--- src/rtl/key_debounce.sv ---
// Push-button conditioner: two-flop synchroniser, stability-timed debounce FSM,
// registered level/press/release outputs. Optional auto-repeat: DEBOUNCE_AUTO_REPEAT_EN.
module key_debounce #(
  parameter int STABLE_CYCLES  = 250000,
  parameter int CNT_W          = 18,
  parameter int KEY_ACTIVE_LOW = 1,
  parameter int REPEAT_DELAY   = 25000000,
  parameter int REPEAT_PERIOD  = 5000000,
  parameter int REP_W          = 25
) (
  input  logic clock,
  input  logic clear,
  input  logic key_in,
  output logic key_level,
  output logic key_press,
  output logic key_release
);

  typedef enum logic [1:0] {
    IDLE,
    WAIT_PRESS,
    PRESSED,
    WAIT_RELEASE
  } state_t;

  localparam logic             IDLE_LEVEL = (KEY_ACTIVE_LOW != 0);
  localparam logic [CNT_W-1:0] CNT_LAST   = CNT_W'(STABLE_CYCLES - 1);

  logic             sync_a;
  logic             sync_b;
  logic             k;
  state_t           state;
  state_t           state_next;
  logic [CNT_W-1:0] cnt;
  logic [CNT_W-1:0] cnt_next;
  logic             level_next;
  logic             press_next;
  logic             release_next;

`ifdef DEBOUNCE_AUTO_REPEAT_EN
  localparam logic [REP_W-1:0] DELAY_LAST  = REP_W'(REPEAT_DELAY - 1);
  localparam logic [REP_W-1:0] PERIOD_LAST = REP_W'(REPEAT_PERIOD - 1);

  logic [REP_W-1:0] rep_cnt;
  logic [REP_W-1:0] rep_next;
  logic             rep_phase;
  logic             phase_next;
  logic [REP_W-1:0] rep_last;

  // First repeat waits REPEAT_DELAY; later ones use REPEAT_PERIOD.
  assign rep_last = rep_phase ? PERIOD_LAST : DELAY_LAST;
`endif

  // NOTE: sequential state uses non-blocking assignments so every flop samples
  // pre-edge values; blocking here would let sync_b see this edge's sync_a.
  always_ff @(posedge clock) begin
    if (!clear) begin
      sync_a <= IDLE_LEVEL;
      sync_b <= IDLE_LEVEL;
    end else begin
      sync_a <= key_in;
      sync_b <= sync_a;
    end
  end

  assign k = sync_b ^ IDLE_LEVEL;

  // NOTE: every always_comb output gets a default first, so no path leaves a
  // signal unassigned and no latch is inferred.
  always_comb begin
    state_next   = state;
    cnt_next     = cnt;
    level_next   = key_level;
    press_next   = 1'b0;
    release_next = 1'b0;
`ifdef DEBOUNCE_AUTO_REPEAT_EN
    rep_next     = rep_cnt;
    phase_next   = rep_phase;
`endif
    case (state)
      IDLE: begin
        level_next = 1'b0;
        if (k) begin
          state_next = WAIT_PRESS;
          cnt_next   = '0;
        end
      end
      WAIT_PRESS: begin
        level_next = 1'b0;
        if (!k) begin
          state_next = IDLE;
          cnt_next   = '0;
        end else if (cnt == CNT_LAST) begin
          state_next = PRESSED;
          cnt_next   = '0;
          press_next = 1'b1;
          level_next = 1'b1;
`ifdef DEBOUNCE_AUTO_REPEAT_EN
          rep_next   = '0;
          phase_next = 1'b0;
`endif
        end else begin
          cnt_next = cnt + CNT_W'(1);
        end
      end
      PRESSED: begin
        level_next = 1'b1;
        if (!k) begin
          state_next = WAIT_RELEASE;
          cnt_next   = '0;
        end else begin
`ifdef DEBOUNCE_AUTO_REPEAT_EN
          if (rep_cnt == rep_last) begin
            press_next = 1'b1;
            rep_next   = '0;
            phase_next = 1'b1;
          end else begin
            rep_next = rep_cnt + REP_W'(1);
          end
`endif
        end
      end
      WAIT_RELEASE: begin
        level_next = 1'b1;
        // Bounce back to PRESSED keeps the repeat counter frozen.
        if (k) begin
          state_next = PRESSED;
          cnt_next   = '0;
        end else if (cnt == CNT_LAST) begin
          state_next   = IDLE;
          cnt_next     = '0;
          release_next = 1'b1;
          level_next   = 1'b0;
        end else begin
          cnt_next = cnt + CNT_W'(1);
        end
      end
      default: begin
        state_next = IDLE;
        cnt_next   = '0;
        level_next = 1'b0;
      end
    endcase
  end

  always_ff @(posedge clock) begin
    if (!clear) begin
      state       <= IDLE;
      cnt         <= '0;
      key_level   <= 1'b0;
      key_press   <= 1'b0;
      key_release <= 1'b0;
    end else begin
      state       <= state_next;
      cnt         <= cnt_next;
      key_level   <= level_next;
      key_press   <= press_next;
      key_release <= release_next;
    end
  end

`ifdef DEBOUNCE_AUTO_REPEAT_EN
  always_ff @(posedge clock) begin
    if (!clear) begin
      rep_cnt   <= '0;
      rep_phase <= 1'b0;
    end else begin
      rep_cnt   <= rep_next;
      rep_phase <= phase_next;
    end
  end
`endif

endmodule

--- config.mk ---
export PLATFORM = sky130hd
export DESIGN_NAME = key_debounce
export DESIGN_NICKNAME = d
export VERILOG_FILES = /design/src/rtl/key_debounce.sv
export SDC_FILE = /design/constraint.sdc
export NUM_CORES = 1
export LEC_CHECK = 0
export ABC_AREA = 1
export CAP_MARGIN = 0
export CELL_PAD_IN_SITES_DETAIL_PLACEMENT = 0
export CELL_PAD_IN_SITES_GLOBAL_PLACEMENT = 2
export CORE_MARGIN = 8
export CORE_UTILIZATION = 38
export CTS_CLUSTER_SIZE = 10
export DETAILED_ROUTE_END_ITERATION = 16
export DONT_BUFFER_PORTS = 1
export PLACE_DENSITY_LB_ADDON = 0.1
export SYNTH_ARGS = -nofsm -noshare
export SYNTH_HDL_FRONTEND = slang
export SYNTH_SLANG_ARGS = --single-unit
--- constraint.sdc ---
create_clock -name clock -period 2.64 [get_ports clock]
set_clock_uncertainty 0.1 [all_clocks]
set_input_delay 0 -clock clock [delete_from_list [all_inputs] [get_ports clock]]
set_output_delay 0 -clock clock [all_outputs]
set_load 0.005 [all_outputs]
### Yosys cells after proc, flatten, opt, wreduce, memory -nomap -nowiden

Cells that the tools add are included.
W data, S select, Z words.

* output and inout port bits: 3
* input port bits: 3
* register bits after elaboration: 25

* mux-type cells: 18
* $add $sub $neg: 1
* equality and inequality tests: 8
* reduce and logical (&&, ||, !) cells: 5

Operators by type and width (number)
* $mux W18: 5
* $pmux W18 S4: 1
* $add A18 B1 Y18 const B: 1
* $eq A18 B18 Y1 const B: 1
* $mux W2: 6
* $pmux W2 S4: 1
* $ne A3 B3 Y1 const B: 2
* $eq A2 B2 Y1 const B: 2
* $mux W1: 4
* $ne A2 B2 Y1 const B: 2
* $pmux W1 S4: 1
* $reduce_and A2 Y1: 2
* $reduce_and A4 Y1: 1
* $reduce_and A3 Y1: 1
* $eq A2 B1 Y1 const B: 1
* $logic_not A2 Y1: 1

### Depth between registers and ports, before layout

* word-level depth: 4
* gate-level depth with buffers: 10
* gate-level depth less buffers: 10

### Worst setup path before layout

OpenSTA, ideal clock, no wires.

* path type: flip-flop to flip-flop
* from: reg cnt[0]
* to: reg cnt[0]
* data required time: 2.425 ns
* path slack: 1.142 ns
* library setup time: 0.115 ns
* clock period less this slack: 1.498 ns
* arrival: 1.284 ns
* path buffers: 1
* stages on the path, launching flop included: 9
* cell sequence: dfxtp_1 > ha_1 > nand2_2 > inv_2 > nand2_2 > nor2_2 > a21boi_4 > buf_8 > o21a_1

* word-level cells in the longest chain between the ends: 4
* elaborated cells on any way between the ends: 6
* classes of those cells: add/sub (1); eq/ne (1); mux (4)

Ends and longest elaborated chain
* start, declared: RTL line 34 `logic [CNT_W-1:0] cnt;`
* start signal, assigned: RTL line 155 `cnt <= cnt_next;`
* $add A18 B1 Y18 / $eq A18 B18 Y1 (equally long branches)
* $mux W18 (*): RTL line 93, 129
* $mux W18, on equally long branches: RTL line 126, 90
* $pmux W18 S4 (*): RTL line 80 `case (state)`

Every way passes the cells marked *; elsewhere a longest branch is shown, timed or not.
A chain may end at the register's enable or synchronous reset.

### Worst setup path in the final report

* from: reg cnt[0]
* to: reg cnt[10]

The elaborated chain is that of the path after synthesis.

==> results.md <==
- Top FF cell, synth: dfxtp_1
- Final non-filler cell total: about 250
- Worst slack, placed: around 0.9 ns
- Remaining Overflow, GRT: 0
- Worst Hold End: cnt[6]
- Async SR Flop Fraction: 0
- Antenna-violating nets left: 0
- Fmax: 0.5736 GHz
- Deepest clock path buffer count: 2
- Mapped Cells: 203
- Worst-margin pin slew: between 0.5 and 0.6 ns
- Worst EP arrival: between 1.5 and 2 ns
- Cts repair resizes: 0
- TritonCTS Buffers: 3
- Hold Crit Start: clear
- Worst r2r path cells: 8
- Mapped Nets: 207
- Final setup margin: about 0.9 ns
- Clk pin slew, worst setup/hold paths: 0.09 ns
- Startpoint Class: register
- I/O pins: 6
- CP required: 2.75 ns
- Most frequent CP cell: nand2_2
- Via count: 1,234
- CP max FO: 12
- Post-CTS Setup Inserts: 0
- CP Depth: 8
- Max-Slew Margin vs Limit: 0.6352
- Maximum vdd ir drop: ~0.00019 V
- R2r endpoint: cnt[10]
- # nets final: 210
- Max incr delay on CP: roughly 0.4 ns
- CTS tree: done
- Initial Util: 0.3937
- CP max-delay cell: a21boi_4
- Max Cap Viol: 0
- Synthesized area per cell: a little over 7 um2
- Area leader, netlist: dfxtp_1
- Synth top area share: 0.3472
- Die Area: between 6000 and 7000 um2
- Sequential area share after synthesis: 0.3472
- Hold buffers post-CTS: 2
- Pins Over Slew Limit: 0
- Global-route wire length before repair: approximately 5600 um
- Run status: finished, final reports clean
- Std-Cell Rows: 22
- Setup CP Type: register to register
- Post-Route WL: 3266 um
- Crit path max-delay family: compound AO/OA/AOI/OAI gates
- Hpwl dp: 2488 um
- Area Growth Syn to Fin: 6.684%
- Drt wl/cell: 12.91 um
- RSZ-0062 raised after global routing: false
- EDFF count, synth: 0
- Initial antenna violation count: 0
- Antenna cells: 0
- Core box area: 3661 um2
- Tot GR Track Use: 0.1142
- FILL cells: 393
- Worst-path cell chain: ha_1 > nand2_2 > inv_2 > nand2_2 > nor2_2 > a21boi_4 > o21ai_0 > a21oi_1
- Final critical-path required period: 1.743 ns
- Worst skew pair latency: roughly 0.27 ns
- Largest net degree at the start of global routing: 16
- Placed insts: 247
- Initial drt markers: 58
- Total power: 0.6436 mW
- Final TNS setup: 0 ns
- Power density over the cells: around 420 nW/um2
- Clk sink count: 25
- Share of cells above drive strength 1: 0.1951
- Port bufs: 0
- H-tree Lvls: 1
- Netlist cell types: 28
- Vias per inst: 4.877
- Synth Cell Area: 1441 um2
- Flops & latches, synth: 25
- Crit end category: register
- FF-to-FF Start: cnt[0]
- Final setup violation count: 0
- Min-delay worst type: input port to register
- WHS Path Cells: 2
- Die X: 77.59 um
- Die Ht: 77.59 um
- Leak: 0.5554 nW
- Synth warnings: 0
- RePlAce Congestion: 0.7996
- Root Driver: clkbuf_8
- Bufs and invs on worst path: 1
- Top post-synthesis cells by area: dfxtp_1 (35%), nand2_1 (12%), nand3_2 (6.3%)
- Pre-antenna DRT Iters: 4
- Fin crit share: 0.6604
- Vias in the first global route: 1,184
- Hold Vio Cnt, Final: 0
- DR DRC count: 0
- Reg2Reg Setup Slack: 0.90 ns
power by group:
part / switching (mW) / internal (mW) / leakage [nW]
Clock: 0.129 / 0.106 / 0.0255
Sequential: 0.00244 / 0.379 / 0.202
Combinational: 0.0204 / 0.00685 / 0.328
Total: 0.152 / 0.492 / 0.555
synthesized netlist by cell type, drive strengths merged, types with 2 or more instances:
library cell / number
a21oi: 14
xor2: 2
dfxtp: 25
clkbuf: 2
nor3: 5
o21ai: 13
inv: 26
nand3: 22
nor2: 28
o21a: 3
nand3b: 2
or2: 3
buf: 2
nand2: 52
kinds of logic (layout without fill, tap and decap cells):
family,count (synthesis),count (layout),synth area share
AND/OR/NAND/NOR,112,112,0.3872
AO/OA/AOI/OAI,33,33,0.1563
buffers and inverters,30,32,0.08855
flip-flops,25,25,0.3472
XOR/XNOR,2,2,0.01215
adder cells (fa/ha/maj),1,1,0.008679
worst reg2reg max path: cells and delay by family (launching register included):
family / cells / cell delay [ns]
AOI/OAI and AO/OA: 3 / 0.72
buffers and inverters: 1 / 0.05
adders and majority gates: 1 / 0.23
DFF: 1 / 0.35
and+or+nand+nor: 3 / 0.26
placed cells by master (no fill, tap or decap):
master	synthesis	routed
nand2_1	45	45
dfxtp_1	25	25
nor2_1	24	24
inv_1	24	24
nand3_1	13	13
nand3_2	9	9
o21ai_0	8	8
nand2_2	7	7
a21oi_1	7	7
a21oi_2	7	7
nor3_1	4	4
nor2_2	3	3
o21a_1	3	3
or2_2	3	3
o21ai_1	3	3
clkbuf_8	0	3
xor2_1	2	2
nand3b_1	2	2
inv_2	2	2
o21ai_2	2	2
dlygate4sd3_1	0	2
nor2_4	1	1
a21boi_4	1	1
a211oi_1	1	1
o21bai_1	1	1
nor3_4	1	1
ha_1	1	1
clkinv_2	0	1
sequential cells by signal, indices dropped and copies added (netlist names), named ones only:
register,flops
key_press,1
state,1
key_level,1
sync_a,1
sync_b,1
cnt,18
key_release,1
worst max-delay path by stage:
stage / start / to / slack, ns
2_1_floorplan: cnt[0] / cnt[0] / 1.14
3_3_place_gp: cnt[0] / cnt[10] / 0.95
3_5_place_dp: cnt[0] / cnt[10] / 0.90
4_1_cts: cnt[0] / cnt[10] / 0.88
5_1_grt: cnt[0] / cnt[7] / 0.74
6_report: cnt[0] / cnt[10] / 0.90
routing by layer:
layer	global-route usage	wire [um]
met5	0	0
met4	0.03396	33
met3	0.01959	140
met2	0.1930	1509
met1	0.1437	1583
stage by stage:
stage	utilization	cell area, um2	hold WS [ns]
global placement	0.4019	1471	0.004985
detailed placement	0.4019	1471	0.01023
CTS	0.4200	1538	0.02176
global route	0.4200	1538	0.05605
finish	0.4200	1538	0.01913
floorplan	-	1441	0.006577
final cells by class:
type / count / area (um2) / share of cell area
multi-input combinational: 148 / 813.3 / 0.5289
clock buffer: 3 / 41.29 / 0.02685
inverter: 26 / 97.59 / 0.06347
clock inverter: 1 / 5.005 / 0.003255
tap: 48 / 60.06 / 0.03906
sequential: 25 / 500.5 / 0.3255
timing repair buffer: 2 / 20.02 / 0.01302
Note: power is estimated with default switching activity, not from simulation.
